<file path="config.mk">
export PLATFORM = sky130hd
export DESIGN_NAME = gpio_int_detect
export DESIGN_NICKNAME = d
export VERILOG_FILES = /design/src/rtl/gpio_int_pkg.sv /design/src/rtl/gpio_int_debounce.sv /design/src/rtl/gpio_int_detect.sv
export SDC_FILE = /design/constraint.sdc
export NUM_CORES = 1
export LEC_CHECK = 0
export ABC_AREA = 1
export CAP_MARGIN = 15
export CORE_UTILIZATION = 41
export CTS_BUF_LIST = sky130_fd_sc_hd__clkbuf_16
export DETAILED_ROUTE_END_ITERATION = 8
export PLACE_DENSITY = 0.8
export SETUP_SLACK_MARGIN = 0.3
export SLEW_MARGIN = 0
export SYNTH_ARGS = -nofsm -noshare
export SYNTH_HDL_FRONTEND = slang
export SYNTH_SLANG_ARGS = --single-unit
</file>
<file path="constraint.sdc">
create_clock -name src_clk -period 1.22 [get_ports src_clk]
set_input_delay 0.244 -clock src_clk [delete_from_list [all_inputs] [get_ports src_clk]]
set_output_delay 0.244 -clock src_clk [all_outputs]
set_load 0.05 [all_outputs]
</file>
<file path="src/rtl/gpio_int_pkg.sv">
// Shared encodings and reset constants for the GPIO interrupt detector.
// Debounce filter is compiled in only when GPIO_INT_DEBOUNCE_EN is defined.
package gpio_int_pkg;

    typedef enum logic {
        MODE_EDGE  = 1'b0,
        MODE_LEVEL = 1'b1
    } int_mode_e;

    typedef enum logic {
        POL_LOW  = 1'b0,
        POL_HIGH = 1'b1
    } int_pol_e;

    localparam logic RST_PIN = 1'b0;

    // Level mode compares the filtered pin against polarity; edge mode picks rise/fall/both.
    function automatic logic pin_event(
        input logic stab,
        input logic rise,
        input logic fall,
        input logic lvl,
        input logic pol,
        input logic both
    );
        logic w_ev;
        if (int_mode_e'(lvl) == MODE_LEVEL) begin
            w_ev = (stab == pol);
        end else if (both) begin
            w_ev = rise | fall;
        end else if (int_pol_e'(pol) == POL_HIGH) begin
            w_ev = rise;
        end else begin
            w_ev = fall;
        end
        return w_ev;
    endfunction

endpackage

</file>
<file path="src/rtl/gpio_int_debounce.sv">
// Per-pin 2-flop synchronizer, optional debounce (GPIO_INT_DEBOUNCE_EN) and edge history.
// Latency: stab follows sync2 after T+1 agreeing cycles (or directly without the macro); no backpressure.
module gpio_int_debounce
    import gpio_int_pkg::*;
#(
    parameter int DB_W = 4
) (
    input  logic            src_clk,
    input  logic            src_rstn,
    input  logic            i_pin,
    input  logic [DB_W-1:0] i_db_thr,
    output logic            o_stab,
    output logic            o_rise,
    output logic            o_fall
);

    logic r_sync1;
    logic r_sync2;
    logic r_stab_d;
    logic w_stab;

    always_ff @(posedge src_clk or negedge src_rstn) begin
        if (!src_rstn) begin
            r_sync1 <= RST_PIN;
            r_sync2 <= RST_PIN;
        end else begin
            r_sync1 <= i_pin;
            r_sync2 <= r_sync1;
        end
    end

`ifdef GPIO_INT_DEBOUNCE_EN
    logic            r_stab;
    logic [DB_W-1:0] r_cnt;

    // >= keeps the count bounded even if the threshold is lowered mid-run.
    always_ff @(posedge src_clk or negedge src_rstn) begin
        if (!src_rstn) begin
            r_stab <= RST_PIN;
            r_cnt  <= '0;
        end else if (r_sync2 == r_stab) begin
            r_cnt <= '0;
        end else if (r_cnt >= i_db_thr) begin
            r_stab <= r_sync2;
            r_cnt  <= '0;
        end else begin
            r_cnt <= r_cnt + DB_W'(1);
        end
    end

    assign w_stab = r_stab;
`else
    logic w_unused_thr;
    assign w_unused_thr = ^i_db_thr;
    assign w_stab       = r_sync2;
`endif

    always_ff @(posedge src_clk or negedge src_rstn) begin
        if (!src_rstn) begin
            r_stab_d <= RST_PIN;
        end else begin
            r_stab_d <= w_stab;
        end
    end

    assign o_stab = w_stab;
    assign o_rise = w_stab & ~r_stab_d;
    assign o_fall = ~w_stab & r_stab_d;

endmodule

</file>
<file path="src/rtl/gpio_int_detect.sv">
// GPIO interrupt detector: per-pin edge/level events into a write-1-to-clear pending register.
// Latency: raw after N+3+T (N+2 without GPIO_INT_DEBOUNCE_EN), req one cycle later; no backpressure.
module gpio_int_detect
    import gpio_int_pkg::*;
#(
    parameter int DAT_W = 8,
    parameter int DB_W  = 4
) (
    input  logic             src_clk,
    input  logic             src_rstn,
    input  logic [DAT_W-1:0] i_gpio,
    input  logic [DAT_W-1:0] i_int_en,
    input  logic [DAT_W-1:0] i_int_mask,
    input  logic [DAT_W-1:0] i_int_lvl,
    input  logic [DAT_W-1:0] i_int_pol,
    input  logic [DAT_W-1:0] i_int_both,
    input  logic [DB_W-1:0]  i_db_thr,
    input  logic [DAT_W-1:0] i_clr,
    output logic [DAT_W-1:0] o_int_raw,
    output logic [DAT_W-1:0] o_int_stat,
    output logic             o_int_req
);

    logic [DAT_W-1:0] w_stab;
    logic [DAT_W-1:0] w_rise;
    logic [DAT_W-1:0] w_fall;
    logic [DAT_W-1:0] w_event;
    logic [DAT_W-1:0] r_int_raw;
    logic             r_int_req;

    for (genvar g = 0; g < DAT_W; g++) begin : g_pin
        gpio_int_debounce #(
            .DB_W (DB_W)
        ) u_db (
            .src_clk  (src_clk),
            .src_rstn (src_rstn),
            .i_pin    (i_gpio[g]),
            .i_db_thr (i_db_thr),
            .o_stab   (w_stab[g]),
            .o_rise   (w_rise[g]),
            .o_fall   (w_fall[g])
        );

        assign w_event[g] = pin_event(w_stab[g], w_rise[g], w_fall[g],
                                      i_int_lvl[g], i_int_pol[g], i_int_both[g]);
    end

    // Set beats clear; a disabled pin never holds a pending bit.
    always_ff @(posedge src_clk or negedge src_rstn) begin
        if (!src_rstn) begin
            r_int_raw <= '0;
            r_int_req <= 1'b0;
        end else begin
            r_int_raw <= i_int_en & (w_event | (r_int_raw & ~i_clr));
            r_int_req <= |o_int_stat;
        end
    end

    assign o_int_raw  = r_int_raw;
    assign o_int_stat = r_int_raw & ~i_int_mask;
    assign o_int_req  = r_int_req;

endmodule

</file>
## Yosys cells after proc, flatten, opt, wreduce, memory -nomap -nowiden

Cells that the tools add are included.

| word-level totals | value |
|---|---|
| logic and storage cells | 105 |
| output and inout bits | 17 |
| bits in registers | 33 |

| cells by class | value |
|---|---|
| mux-type cells | 24 |
| bitwise gates (word level) | 46 |
| equal/unequal tests | 8 |
| reductions and logical operators | 1 |

Operators by type and width:

| operator | number |
|---|---|
| $and 8x8->8 | 3 |
| $mux 1 | 24 |
| $and 1x1->1 | 16 |
| $not 1->1 | 16 |
| $not 8->8 | 2 |
| $eq 1x1->1 | 8 |
| $or 1x1->1 | 8 |
| $or 8x8->8 | 1 |
| $reduce_or 8->1 | 1 |

## Longest topological paths before layout

| logic depth | value |
|---|---|
| depth after elaboration | 7 |
| depth in mapped cells | 8 |

## Hierarchy

A second synthesis with hierarchy kept.

| second synthesis, totals | value |
|---|---|
| cells, all modules | 230 |
| area total of the unflattened synthesis | 1645.3 sq um |

By module, submodules not included:

| module | instances | seq. area each (sq um) | cells each | area each (sq um) |
|---|---|---|---|---|
| gpio_int_detect | 1 | 225.2 | 174 | 924.6 |
| gpio_int_debounce | 8 | 75.1 | 7 | 90.1 |

## Worst setup path after synthesis

Ideal clock, no wire load.

| timing path | value |
|---|---|
| path type | register to output |
| from | register r_int_raw[0], in the netlist o_int_raw[0] |
| to | output o_int_stat[0] |
| slack | -417 ps |
| arrival | 1393 ps |
| stages on the path, launching flop included | 3 |
| path buffers | 0 |
| cell sequence | dfrtp_1 inv_1 nor2_1 |

| on the way | value |
|---|---|
| longest elaborated chain between the ends | 1 |

RTL lines:

| what | line | text |
|---|---|---|
| start: declaration | gpio_int_detect.sv:28 | `logic [DAT_W-1:0] r_int_raw;` |
| start signal: assignment | gpio_int_detect.sv:54 | `r_int_raw <= i_int_en & (w_event \| (r_int_raw & ~i_clr));` |
| $and 8x8->8 | gpio_int_detect.sv:60 | `assign o_int_stat = r_int_raw & ~i_int_mask;` |
| end: declaration | gpio_int_detect.sv:20 | `output logic [DAT_W-1:0] o_int_stat,` |

Every way passes these cells.

## Worst setup path after layout

| timing path | value |
|---|---|
| from | register r_int_raw[5], in the netlist o_int_raw[5] |
| to | output o_int_stat[5] |

The elaborated chain is that of the path after synthesis.

==> out/qor.yml <==
slew_violations: 0
cts_buffers: 5
worstSkewPairLatency_ps: 270
max_slew_margin_pct: 77.54
htree_num_levels: 2
p_sw_mw: 0.9317
grt_max_degree: 16
seq_area_frac_synth_pct: 48.21
antenna_found_initial: 0
numPortBuffers: 74
grt_pass1_vias: 1681
synth_area_leaders: "dfrtp_1 48%, inv_1 12%, ha_1 12%, nand2_1 11%, nor2_1 5.7%"
synth.net_count: 294
status: "completed"
cts_buffer_depth: 2
grt_setup_unrepaired: "yes"
fillers: 252
p_sw_share_pct: 27.62
grt_remaining_overflow: 0
cpLargestDelayFamily: "flip-flops"
hold_viol: 0
cap_violations: 0
syn_area_um2: 1713
layout-drive-gt1-share_pct: 30.58
path_max_fanout: 2
routed_via_density: 4.496
path_clk_slew_ps: 50
pwr-share-clk_pct: 34.1
finalCriticalPeriod_ps: 1215
final.period_utilization_pct: 99.61
grt_use_total_pct: 21.06
die_w_um: 66.64
synth.avg_cell_area_um2: 7.930
place_area_um2: 2779
core_area_um2: 4000
power_frac_seq_pct: 36.5
diodes: 0
path_depth: 3
synth_top_area_share_pct: 48.21
dr.pass1.iters: 4
max_freq_ghz: 0.8229
drt_wl_total_mm: 4.410
initial_utilization_pct: 42.82
setup_viol: 0
ff2ff_path_depth: 7
end_kind: "output port"
dpl.hpwl_mm: 3.086
fin_area_um2: 3229
arrival_ps: 970
final_nets: 404
initialDrtViolationCount: 27
grt_pass1_wl_mm: 6.775
p_leak_nw: 1.629
crit_type: "reg2out"
path_cells: "inv_2, nor2_4, buf_12"
ys_types: 9
worstMarginPinSlew_ps: 336.9
yosys_register_bits: 33
worstPathRequired_ps: 980
p_comb_share_pct: 29.4
fin_util_pct: 80.73
wire_per_inst_um: 11.70
multi_input_area_um2: 822.0
critPathLaunchType: "register"
core.rowCount: 23
yosysWarnings: 0
ant_nets: 0
min_path_type: "reg2reg"
cts_root_buf: "clkbuf_16"
seq_area_um2: 837.1
setup_tns_ps: 0
synth_top_cell_by_area: "dfrtp_1"
vias: 1695
synthCells: 216
io_pins: 79
finClkSkew_ps: 1.586
critPathMaxStageDelay_ps: 420
p_int_mw: 2.441
worstHoldPathCells: 0
cp_slowest_cell: "dfrtp_2"
powerDensity_nw_per_um2: 1044
die_h_um: 66.64
drc: 0
globalplace.congestion: 0.7150
max-vdd-ir-drop_v: 0.0009579
cts_tree: "done"
clock_sinks: 33
path_buf_inv: 2
die_area_um2: 4440
area_growth_pct: 88.53
[area by class of cell]
class                           count  area share, %
Sequential cell                    33          25.92
Clock inverter                      3         0.3874
Tap cell                           50          1.937
Multi-Input combinational cell    127          25.46
Timing Repair Buffer              103          35.76
Inverter                           56          6.664
Clock buffer                        5          3.874
[kinds of logic after synthesis]
logic type,count (synthesis),share of synthesized area (%)
and+or+nand+nor,99,24.03
buffers and inverters,56,12.27
DFF,33,48.21
adders and majority gates,16,11.69
AOI/OAI and AO/OA,12,3.798
[repair_timing]
| action | 4_1_cts | 5_1_grt |
|---|---|---|
| gates resized for setup | 14 | 27 |
| buffers inserted | 18 | 8 |
| cloned | 0 | 0 |
| setup endpoints to repair | 26 | 26 |
| endpoints found under the hold margin | 13 | 0 |
| hold buffers | 1 | 0 |
| pin swaps | 9 | 10 |
[per-stage QoR]
stage | cells | power [mW] | setup WS, ps | hold WS (ps)
6_report | 377 | 3.373 | 4.728 | 343.8
3_3_place_gp | 342 | 2.075 | -64.06 | 163.1
4_1_cts | 369 | 3.335 | 1.048 | 347.7
3_5_place_dp | 342 | 2.098 | -75.42 | 168.3
2_1_floorplan | 216 | 1.598 | 88.09 | -51.59
5_1_grt | 377 | 3.546 | -28.95 | 356.0
[power groups by stage]
stage,Clock (mW),Combinational [mW],Sequential [mW]
after floorplan,0,0.270,1.33
after global placement,0,0.830,1.25
after detailed placement,0,0.848,1.25
after CTS,1.19,0.924,1.23
after global routing,1.24,1.07,1.24
final,1.15,0.992,1.23
[cell usage in the layout, fill, tap and decap left out, types with 5 or more instances in the layout]
| master | instances |
|---|---|
| or2_0 | 8 |
| nand2_1 | 49 |
| nand3_1 | 16 |
| dlygate4sd2_1 | 8 |
| buf_4 | 20 |
| nor2_4 | 8 |
| inv_1 | 42 |
| buf_12 | 18 |
| nor2_1 | 15 |
| buf_6 | 7 |
| dfrtp_1 | 24 |
| dfrtp_2 | 9 |
| inv_2 | 12 |
| a21oi_2 | 7 |
| clkdlybuf4s50_1 | 48 |
| clkbuf_16 | 5 |
| ha_1 | 10 |
[per-layer routing]
metal  vias up  global-route usage [%]  share of wire [%]
li1        857                       -                  -
met1       772                   20.97                 38
met4         0                   8.777                1.2
met3         6                   7.192                7.5
met2        60                   39.14                 53
met5         -                       0                  0
[path summary, 6_finish.rpt]
kind                                                       start                         endpoint  slack, ps
worst min register to register   g_pin[4].u_db.r_sync1$_DFF_PN0_   g_pin[4].u_db.o_stab$_DFF_PN0_        340
min in group asynchronous                               src_rstn  g_pin[5].u_db.r_sync1$_DFF_PN0_        410
worst max register to register  g_pin[1].u_db.r_stab_d$_DFF_PN0_           o_int_raw[1]$_DFF_PN0_         90
worst max-delay path                      o_int_raw[5]$_DFF_PN0_                    o_int_stat[5]          5
worst min-delay path             g_pin[4].u_db.r_sync1$_DFF_PN0_   g_pin[4].u_db.o_stab$_DFF_PN0_        340
max in group asynchronous                               src_rstn           o_int_raw[3]$_DFF_PN0_        390
[cell usage after synthesis]
library cell	number
nor2_1	26
nand2_1	49
or2_0	8
o22ai_1	4
inv_1	56
a21oi_1	8
ha_1	16
nand3_1	16
dfrtp_1	33
[state kept, by name (all words and copies together), names as in the netlist]
signal / cells
g_pin.u_db.r_stab_d: 8
o_int_req: 1
g_pin.u_db.o_stab: 8
o_int_raw: 8
g_pin.u_db.r_sync1: 8
[worst reg2reg max path, delay by kind of cell (launching register included)]
kind	cells	cell delay, ps
compound gates	1	120
fa+ha+maj	1	300
buf+inv	2	100
flops	1	350
simple gates	3	190
Power figures use the tool's default switching activity.
